`config.mk`:
```
export PLATFORM = sky130hd
export DESIGN_NAME = regfile_write_bank_16x32
export DESIGN_NICKNAME = d
export VERILOG_FILES = /design/src/rtl/regfile_write_bank_16x32.sv
export SDC_FILE = /design/constraint.sdc
export NUM_CORES = 1
export LEC_CHECK = 0
export ABC_AREA = 1
export CORE_MARGIN = 4
export CORE_UTILIZATION = 35
export CTS_BUF_LIST = sky130_fd_sc_hd__clkbuf_4 sky130_fd_sc_hd__clkbuf_8 sky130_fd_sc_hd__clkbuf_16
export DETAILED_ROUTE_END_ITERATION = 8
export PLACE_DENSITY = 0.65
export REMOVE_ABC_BUFFERS = 1
export SLEW_MARGIN = 20
export SYNTH_ARGS = -nofsm -noshare
export SYNTH_HDL_FRONTEND = slang
export SYNTH_SLANG_ARGS = --single-unit
```
`constraint.sdc`:
```
create_clock -name Clk -period 1.85 [get_ports Clk]
set_input_delay 0.2775 -clock Clk [delete_from_list [all_inputs] [get_ports Clk]]
set_output_delay 0.2775 -clock Clk [all_outputs]
set_load 0.01 [all_outputs]
```
`src/rtl/regfile_write_bank_16x32.sv`:
```
// rtl/regfile_write_bank_16x32.sv - write side of the 16x32 register file with byte merge and dirty bitmap
module regfile_write_bank_16x32 #(
    parameter bit ZERO_R0 = 1'b1
) (
    input  logic        Clk,
    input  logic        Clr,
    input  logic        WE,
    input  logic [3:0]  WA,
    input  logic [31:0] D,
    input  logic [3:0]  BE,
    input  logic        ClrDirty,
    output logic [31:0] O0,
    output logic [31:0] O1,
    output logic [31:0] O2,
    output logic [31:0] O3,
    output logic [31:0] O4,
    output logic [31:0] O5,
    output logic [31:0] O6,
    output logic [31:0] O7,
    output logic [31:0] O8,
    output logic [31:0] O9,
    output logic [31:0] O10,
    output logic [31:0] O11,
    output logic [31:0] O12,
    output logic [31:0] O13,
    output logic [31:0] O14,
    output logic [31:0] O15,
    output logic [15:0] Dirty
);

    logic [31:0] regs_q [16];
    logic [15:0] wr_en;
    logic [15:0] dirty_q;
    logic [15:0] dirty_d;

    for (genvar i = 0; i < 16; i++) begin : g_reg
        if (ZERO_R0 && (i == 0)) begin : g_zero
            // Hardwired zero: no storage and never reported dirty.
            assign wr_en[i]  = 1'b0;
            assign regs_q[i] = 32'h0;
        end else begin : g_store
            logic [31:0] r_q;
            logic [31:0] r_d;

            assign wr_en[i] = WE && (WA == 4'(i)) && (BE != 4'b0000);

            always_comb begin
                r_d = r_q;
                for (int k = 0; k < 4; k++) begin
                    if (BE[k]) begin
                        r_d[8*k +: 8] = D[8*k +: 8];
                    end
                end
            end

            always_ff @(posedge Clk) begin
                if (!Clr) begin
                    r_q <= 32'h0;
                end else if (wr_en[i]) begin
                    r_q <= r_d;
                end
            end

            assign regs_q[i] = r_q;
        end
    end

    // A write in the same cycle as a clear wins for its own bit.
    always_comb begin
        dirty_d = ClrDirty ? 16'h0000 : dirty_q;
        dirty_d = dirty_d | wr_en;
    end

    always_ff @(posedge Clk) begin
        if (!Clr) begin
            dirty_q <= 16'h0000;
        end else begin
            dirty_q <= dirty_d;
        end
    end

    assign Dirty = dirty_q;

    assign O0  = regs_q[0];
    assign O1  = regs_q[1];
    assign O2  = regs_q[2];
    assign O3  = regs_q[3];
    assign O4  = regs_q[4];
    assign O5  = regs_q[5];
    assign O6  = regs_q[6];
    assign O7  = regs_q[7];
    assign O8  = regs_q[8];
    assign O9  = regs_q[9];
    assign O10 = regs_q[10];
    assign O11 = regs_q[11];
    assign O12 = regs_q[12];
    assign O13 = regs_q[13];
    assign O14 = regs_q[14];
    assign O15 = regs_q[15];

endmodule

```
==> out/results.ini, run 1 <==
[power_and_ir_drop]
peakVddDrop_v=0.000623
p_per_area_nw_per_um2=781
p_leak_uw=0.0160

[global_routing]
grt_usage_pct=20.2
grt_max_degree=60
grt_antenna_before_repair=0
grt_pass1_vias=17700
grt_pass1_wl_um=106000
grt-ovfl-total=0

[floorplanning]
die_y_um=258
die_area_um2=66400
io_pins=572
start_util_pct=35.4
rows=91
core_area_um2=61700
die_x_um=258

[logic_synthesis]
synth_xor_area_share_pct=0
synth_area_leaders=dfxtp_1 45%, nand2_1 17%, nor2_1 17%
synth_area_leader_cell=dfxtp_1
synth-seq-area-share_pct=45.4
synth_compound_area_share_pct=0.344
synth-edff-count=0
avgSynthCellArea_um2=6.75
synth_top_family_by_area=simple AND/OR/NAND/NOR gates
synthMuxAreaShare_pct=0
synth_top_area_share_pct=45.4
ys_ff_latch=495
ys_async_sr_fraction_pct=0
synthAdderAreaFrac_pct=0
synthTopCellsByCount=985 x nand2_1, 966 x nor2_1, 495 x dfxtp_1
syn-instance-count=3234
yosysWarningCount=0
synth_simple_gate_area_share_pct=39.8
synth.distinct_cells=24
netlist_area_um2=21800
yosysMostFrequentCell=nand2_1
synth_flop_cell=dfxtp_1

[final_layout]
multi_input_area_um2=8910
ff_latch_area_um2=9910
syn2layout_area_growth_pct=39.1
fin_util_pct=49.2
final_cell_area_um2=30400
antenna_cells=0
drive_gt1_share_pct=7.91
num-fill-cells=6110
finalNetCount=3818

[routing]
drt-initial-drc-count=1325
wire_per_inst_um=15.1
drc=0
vias=19600
drtAntennaViolNets=0
firstDrtPassIters=5
routed_wl_um=70100
routed_via_density=4.20

[worst_setup_path]
worstPathCellList=clkdlybuf4s50_1
worst-path-buf-inv=1
critical_path_required_ps=1570
cp-start-kind=flip-flop
path_class=reg -> out
worst_ep_arrival_time_ps=1530
cp_slowest_cell=clkdlybuf4s50_1
cp.depth=1
critPathMaxStageDelay_ps=610
critPathMaxFanout=2
rr_worst_depth=4
end_kind=output port
cpLargestDelayFamily=buffers and inverters

[sta]
fmax_mhz=555
whs_ps=95.8
min_period_over_period_pct=97.5
skew_ps=0
hold_viol_final=0
period_minus_slack_ps=1800
setup_viol=0
final.setup.worst_slack_ps=46.9
final_max_slew_viol_count=0
rsz0062_at_grt=no

[clock_network]
clk_pin_slew_ps=60
cts-root-buf=clkbuf_16
cts_tree=yes
clockBufferDepth=3
cts.sinks=495
clock_latency_ps=590
cts_buffers=54
htreeDepth=2

[placement]
dpl.hpwl_um=49000
gp_congestion=0.788
place.port_buffers=538
dp_slack_ps=-221
dpl_cell_area_um2=28500

[min_path]
min_path_cells=3
min_path_type=in -> reg

[job]
cap_viol_max_count=0

[run_status]
outcome=complete, no violations

[cell usage in the layout (no fill, tap or decap), types with 10 or more instances in the layout]
cell               n
buf_12            40
clkbuf_4          15
clkbuf_16         54
inv_1            486
nand2_1          985
clkbuf_8          10
clkinv_2          10
buf_4             79
nand4_4           56
dfxtp_1          494
clkdlybuf4s50_1  437
conb_1            33
a21oi_1           15
nor2_1           964
dlymetal6s2s_1    43
dlygate4sd2_1     53
[through the flow]
stage	cells	setup TNS, ps	total power (uW)
after detailed placement	4555	-50120	12900
after global placement	4555	-41550	12900
after global routing	4655	0	24600
after floorplan	3061	-373220	11600
final	4655	0	23700
after CTS	4655	0	24000
[kinds of logic after synthesis]
group,after synthesis
AOI/OAI and AO/OA,15
buffers and inverters,695
DFF,495
other,1
and+or+nand+nor,2028
[worst paths after layout]
check / startpoint / to / slack [ps]
setup / recovery: O5[4] / O5[4] / 50
hold / removal: Clr / O14[25] / 100
setup reg to reg: O8[20] / O8[20] / 1120
hold reg to reg: Dirty[1] / Dirty[1] / 460
[area by class of cell]
cell class | count | area share [%]
clock buffer | 79 | 5.27
tap | 837 | 3.45
timing repair buffer | 657 | 22.4
multi-input combinational | 2076 | 29.3
inverter | 490 | 6.11
sequential | 495 | 32.6
clock inverter | 21 | 0.779
[routing by layer]
layer / vias up / global-route usage, % / share of wire (%)
met5: - / 0 / 0
met4: 0 / 5.18 / 2.3
met1: 8547 / 25.7 / 43
met3: 90 / 7.20 / 9.3
li1: 10300 / - / -
met2: 598 / 32.9 / 45
[worst register-to-register path: stages (launching register included)]
cell and delay [ps]:
dfxtp_1 420, inv_1 60, nand2_1 60, nand2_1 50, nor2_1 80
[what timing repair did]
action                     4_1_cts  5_1_grt
setup buffers                    0        0
gates resized for setup         54       43
setup endpoints to repair       54       43
hold buffers                     0        0
[where the power goes]
part	internal [uW]	switching (uW)	leakage [uW]
Sequential	10800	73.6	0.00400
Combinational	629	1120	0.0111
Clock	6580	4530	0.000927
Note: power is estimated with default switching activity, not from simulation.
==> run 2: changes to the inputs <==
--- a/config.mk
+++ b/config.mk
@@ -11,6 +11,7 @@
 export CTS_BUF_LIST = sky130_fd_sc_hd__clkbuf_4 sky130_fd_sc_hd__clkbuf_8 sky130_fd_sc_hd__clkbuf_16
 export DETAILED_ROUTE_END_ITERATION = 8
 export PLACE_DENSITY = 0.65
+export RECOVER_POWER = 100
 export REMOVE_ABC_BUFFERS = 1
 export SLEW_MARGIN = 20
 export SYNTH_ARGS = -nofsm -noshare
==> constraint.sdc (replaced) <==
create_clock -name Clk -period 2.1 [get_ports Clk]
set_input_delay 0.315 -clock Clk [delete_from_list [all_inputs] [get_ports Clk]]
set_output_delay 0.315 -clock Clk [all_outputs]
set_load 0.01 [all_outputs]
==> out/results.ini, run 2 (synthesis results as in run 1) <==
[final_layout]
multi_input_area_um2=8520  ; was 8910 um^2
num-fill-cells=6165  ; was 6110
layout_commonest_cell=nand2_1  ; unchanged
ff_latch_area_um2=9910  ; about the same
syn2layout_area_growth_pct=34.4  ; was 39.1%
drive_gt1_share_pct=6.60  ; was 7.91%
finalNetCount=3775  ; was 3818
final_cell_area_um2=29300  ; was 30400 um^2
mostFrequentLayoutCells=985 x nand2_1, 965 x nor2_1, 495 x dfxtp_1, 495 x dlygate4sd3_1, 486 x inv_1  ; was 985 x nand2_1, 964 x nor2_1, 494 x dfxtp_1

[routing]
vias=19400  ; was 19600
drtAntennaViolNets=0  ; unchanged
routed_via_density=4.21  ; was 4.20
routed_wl_um=69800  ; was 70100 um
drt-initial-drc-count=1217  ; was 1325
drc=0  ; unchanged
firstDrtPassIters=5  ; unchanged
wire_per_inst_um=15.1  ; about the same

[global_routing]
grt_util_met1_pct=25.1  ; was 25.7%
use_met2_pct=33.1  ; was 32.9%
grt_max_degree=75  ; was 60
top_usage_layer=met2  ; unchanged
grt_antenna_before_repair=3  ; was 0
grt-ovfl-total=0  ; unchanged
grt_use_met3_pct=7.54  ; was 7.20%
grt_pass1_vias=17600  ; was 17700
grt_usage_pct=20.1  ; was 20.2%
grt_pass1_wl_um=105000  ; was 106000 um

[worst_setup_path]
worstPathCellList=dlygate4sd3_1  ; was clkdlybuf4s50_1
end_kind=output port  ; unchanged
path_class=reg -> out  ; unchanged
critPathMaxStageDelay_ps=660  ; was 610 ps
cp-start-kind=flip-flop  ; unchanged
worst-path-buf-inv=1  ; unchanged
cp_slowest_cell=dlygate4sd3_1  ; was clkdlybuf4s50_1
worst_ep_arrival_time_ps=1660  ; was 1530 ps
critPathMaxFanout=2  ; unchanged
critical_path_required_ps=1780  ; was 1570 ps
cpLargestDelayFamily=buffers and inverters  ; unchanged

[run_status]
outcome=complete, no violations  ; unchanged

[clock_network]
clk_pin_slew_ps=60  ; about the same
ctsHoldBuffers=0  ; unchanged
htreeDepth=2  ; unchanged
cts_buffers=54  ; unchanged
cts-root-buf=clkbuf_16  ; unchanged
cts_setup_buffers=0  ; unchanged
clockBufferDepth=3  ; unchanged
cts_tree=yes  ; unchanged
cts.sinks=495  ; unchanged
clock_latency_ps=580  ; was 590 ps
cts_resized=0  ; was 54

[floorplanning]
core_area_um2=61700  ; unchanged
start_util_pct=35.4  ; unchanged
die_x_um=258  ; unchanged
die_y_um=258  ; unchanged
rows=91  ; unchanged
die_area_um2=66400  ; unchanged
io_pins=572  ; unchanged

[sta]
hold_viol_final=0  ; unchanged
timing.slew.headroom_pct=48.0
final_max_slew_viol_count=0  ; unchanged
worst_pin_slew_ps=780
min_period_over_period_pct=94.0
rsz0062_at_grt=no  ; unchanged
setup_viol=0  ; unchanged
whs_ps=116  ; was 95.8 ps
period_minus_slack_ps=1970
fmax_mhz=507
skew_ps=0  ; unchanged

[power_and_ir_drop]
power_uw=21400  ; was 23700 uW
peakVddDrop_v=0.000610  ; was 0.000623 V
p_per_area_nw_per_um2=729  ; was 781 nW/um^2
p_leak_uw=0.0166  ; was 0.0160 uW

[placement]
dpl.hpwl_um=48200  ; was 49000 um
gp_congestion=0.779  ; was 0.788
place.port_buffers=538  ; unchanged
dpl_cell_area_um2=27800  ; was 28500 um^2

[job]
cap_viol_max_count=0  ; unchanged

[min_path]
min_path_type=in -> reg  ; unchanged

## run 2: changes by cell type in the layout (fill, tap and decap cells not counted), moves of 23 or more
cell | before | now
nand4_2 | 0 | 37
dlygate4sd3_1 | 0 | 495
clkdlybuf4s50_1 | 437 | 38
dlygate4sd2_1 | 53 | 0
dlymetal6s2s_1 | 43 | 0
buf_12 | 40 | 11
nand4_4 | 56 | 16
buf_4 | 79 | 56
## run 2: through the flow
stage                     worst slack, ps  utilization [%]  setup TNS, ps  std cells
after global placement               47.0             45.1              0       4512
after global routing                 43.3             47.6              0       4611
after detailed placement             1.79             45.1              0       4512
after CTS                            78.4             48.3              0       4609
after floorplan                      -988                -        -269330       3061
final                                 126             47.6              0       4611
## run 2: worst paths after layout
kind	startpoint	end	slack, ps	depth (start not counted)
max	O8[16]	O8[16]	130	1
min	Clr	O1[28]	120	3
max reg2reg	O8[16]	O8[16]	1380	4
min reg2reg	Dirty[5]	Dirty[5]	460	2
## run 2: report_power, final
group | internal [uW] | switching [uW]
clock | 6430 | 4000
sequential | 9510 | 59.8
combinational | 452 | 929
## run 2: worst min-delay path: cells and delay by family
kind	cells	cell delay, ps
buf+inv	1	210
simple gates	2	140
## run 2: cell type report
class                   instances  share of cell area, %
flip-flops and latches        495                   33.8
multi-input cells            2076                   29.0
repair buffers                614                   20.6
inverters                     490                   6.33
clock buffers                  73                   5.32
well taps                     837                   3.57
clock inverters                24                   1.33
diodes                          2                 0.0171
## run 2: per-layer routing
layer  wire (um)  part of all wire [%]
met3        6600                   9.5
met4        1510                   2.2
met2       32000                    46
met1       29700                    43
met5          13                 0.019
==> run 3: changes to the inputs <==
--- a/config.mk
+++ b/config.mk
@@ -12,7 +12,6 @@
 export DETAILED_ROUTE_END_ITERATION = 8
 export PLACE_DENSITY = 0.65
 export RECOVER_POWER = 100
-export REMOVE_ABC_BUFFERS = 1
 export SLEW_MARGIN = 20
 export SYNTH_ARGS = -nofsm -noshare
 export SYNTH_HDL_FRONTEND = slang
==> out/results.ini, run 3 (synthesis results as in run 1) <==
[run_status]
outcome=complete, no violations  ; unchanged

[sta]
timing.slew.headroom_pct=52.3  ; was 48.0%
fin_setup_tns_ps=0  ; unchanged
worst_pin_slew_ps=716  ; was 780 ps
rsz0062_at_grt=no  ; unchanged
min_period_over_period_pct=94.3  ; was 94.0%
skew_ps=0  ; unchanged
setup_viol=0  ; unchanged
period_minus_slack_ps=1980  ; was 1970 ps
final_max_slew_viol_count=0  ; unchanged
hold_viol_final=0  ; unchanged
fmax_mhz=505  ; was 507 MHz

[global_routing]
grt_max_degree=96  ; was 75
grt_antenna_before_repair=2  ; was 3
grt_pass1_wl_um=110000  ; was 105000 um
grt-ovfl-total=0  ; unchanged
grt_usage_pct=21.5  ; was 20.1%
grt_pass1_vias=17700  ; was 17600

[clock_network]
cts.sinks=495  ; unchanged
cts_setup_buffers=0  ; unchanged
cts_resized=0  ; unchanged
ctsHoldBuffers=0  ; unchanged
clk_pin_slew_ps=60  ; about the same
cts_buffers=54  ; unchanged
cts-root-buf=clkbuf_16  ; unchanged
clockBufferDepth=3  ; unchanged
htreeDepth=2  ; unchanged
cts_tree=yes  ; unchanged
clock_latency_ps=600  ; was 580 ps

[final_layout]
num-fill-cells=6137  ; was 6165
layout_commonest_cell=nand2_1  ; unchanged
drive_gt1_share_pct=6.82  ; was 6.60%
mostFrequentLayoutCells=988 x nand2_1, 966 x nor2_1, 495 x dfxtp_1, 495 x dlygate4sd3_1, 486 x inv_1  ; was 985 x nand2_1, 965 x nor2_1, 495 x dfxtp_1, 495 x dlygate4sd3_1, 486 x inv_1
finalNetCount=3785  ; was 3775
multi_input_area_um2=8750  ; was 8520 um^2
ff_latch_area_um2=9910  ; unchanged
syn2layout_area_growth_pct=35.9  ; was 34.4%

[min_path]
hp-start=Clr  ; unchanged
min_path_type=in -> reg  ; unchanged
holdPathEnd=O4[3]  ; was O1[28]
min_path_cells=3  ; unchanged

[worst_setup_path]
cp_slowest_cell=dlygate4sd3_1  ; unchanged
cpMostUsedCell=nand2_1
worstPathCellList=dlygate4sd3_1 -> buf_4 -> nand2_1 -> nor2_1 -> buf_12 -> nand4_2 -> nand2_1 -> nand2_1 -> nor2_1  ; was dlygate4sd3_1
cpLargestDelayFamily=simple AND/OR/NAND/NOR gates  ; was buffers and inverters
worst-path-buf-inv=3  ; was 1
critPathMaxFanout=16  ; was 2
critPathMaxStageDelay_ps=550  ; was 660 ps
path_class=in -> reg  ; was reg -> out
end_kind=flip-flop  ; was output port
cp.depth=9  ; was 1
r2r-start=O10[16]  ; was O8[16]
rr_worst_depth=4  ; unchanged
r2r_slack_ps=1300  ; was 1380 ps
worst_ep_arrival_time_ps=2510  ; was 1660 ps
critical_path_required_ps=2630  ; was 1780 ps
cp-start-kind=input port  ; was flip-flop
rr_endpoint=O10[16]  ; was O8[16]

[routing]
drtAntennaViolNets=0  ; unchanged
firstDrtPassIters=6  ; was 5
wire_per_inst_um=16.1  ; was 15.1 um
vias=19700  ; was 19400
drt-initial-drc-count=1336  ; was 1217
routed_via_density=4.25  ; was 4.21
drc=0  ; unchanged
routed_wl_um=74500  ; was 69800 um

[floorplanning]
die_area_um2=66400  ; unchanged
die_x_um=258  ; unchanged
core_area_um2=61700  ; unchanged
start_util_pct=35.4  ; unchanged
rows=91  ; unchanged
die_y_um=258  ; unchanged
io_pins=572  ; unchanged

[placement]
dpl.hpwl_um=52400  ; was 48200 um
gp_congestion=0.789  ; was 0.779
place.port_buffers=538  ; unchanged

[power_and_ir_drop]
power_uw=21000  ; was 21400 uW
p_leak_uw=0.0165  ; was 0.0166 uW
peakVddDrop_v=0.000515  ; was 0.000610 V
p_per_area_nw_per_um2=709  ; was 729 nW/um^2

[job]
cap_viol_max_count=0  ; unchanged

run 3: cell count changes in the layout (fill, tap and decap cells not counted), sizes merged:
| cell | change |
|---|---|
| buf | +12 |
| bufinv | -5 |
| clkbuf | +3 |
| inv | -1 |
run 3: where the power goes:
| part | internal [uW] | total (uW) | switching [uW] | leakage [uW] |
|---|---|---|---|---|
| registers | 9510 | 9570 | 59.4 | 0.00400 |
| logic | 488 | 1510 | 1030 | 0.0116 |
| clock network | 5960 | 9940 | 3990 | 0.000924 |
run 3: cell type report:
class | count | area share [%]
Antenna cell | 2 | 0.0169
Clock buffer | 78 | 5.45
Clock inverter | 18 | 0.814
Inverter | 490 | 6.26
Multi-Input combinational cell | 2076 | 29.5
Sequential cell | 495 | 33.4
Tap cell | 837 | 3.53
Timing Repair Buffer | 624 | 21.1
run 3: worst max-delay path by stage:
| stage | slack, ps | endpoint | from |
|---|---|---|---|
| floorplan | 530 | O8[16] | BE[1] |
| CTS | 80 | O10[16] | O10[16] |
| finish | 120 | O4[10] | WE |
| global placement | 2 | O8[24] | WA[2] |
| detailed placement | 4 | O8[29] | WE |
| global route | 30 | O4[1] | WE |
run 3: worst reg2reg max path: cells and delay by family (launching register included):
family / cells / cell delay, ps
AND/OR/NAND/NOR: 3 / 200
buffers and inverters: 1 / 70
flip-flops: 1 / 470
run 3: stage by stage:
| step | cell area, um^2 | utilization [%] | cells | worst slack (ps) | hold slack, ps |
|---|---|---|---|---|---|
| after global placement | 28000 | 45.4 | 4522 | 2.36 | 453 |
| final | 29700 | 48.1 | 4620 | 120 | 90.3 |
| after detailed placement | 28000 | 45.4 | 4522 | 3.80 | 457 |
| after global routing | 29700 | 48.1 | 4618 | 30.1 | 68.0 |
| after CTS | 29900 | 48.4 | 4618 | 84.4 | 66.7 |
| after floorplan | 22000 | - | 3266 | 528 | 450 |
run 3: routing by layer:
layer  routed length (um)  track usage, %
met3                 5930            6.26
met2                34200            35.4
met1                31800            27.2
met4                 2550            7.13
met5                    0               0
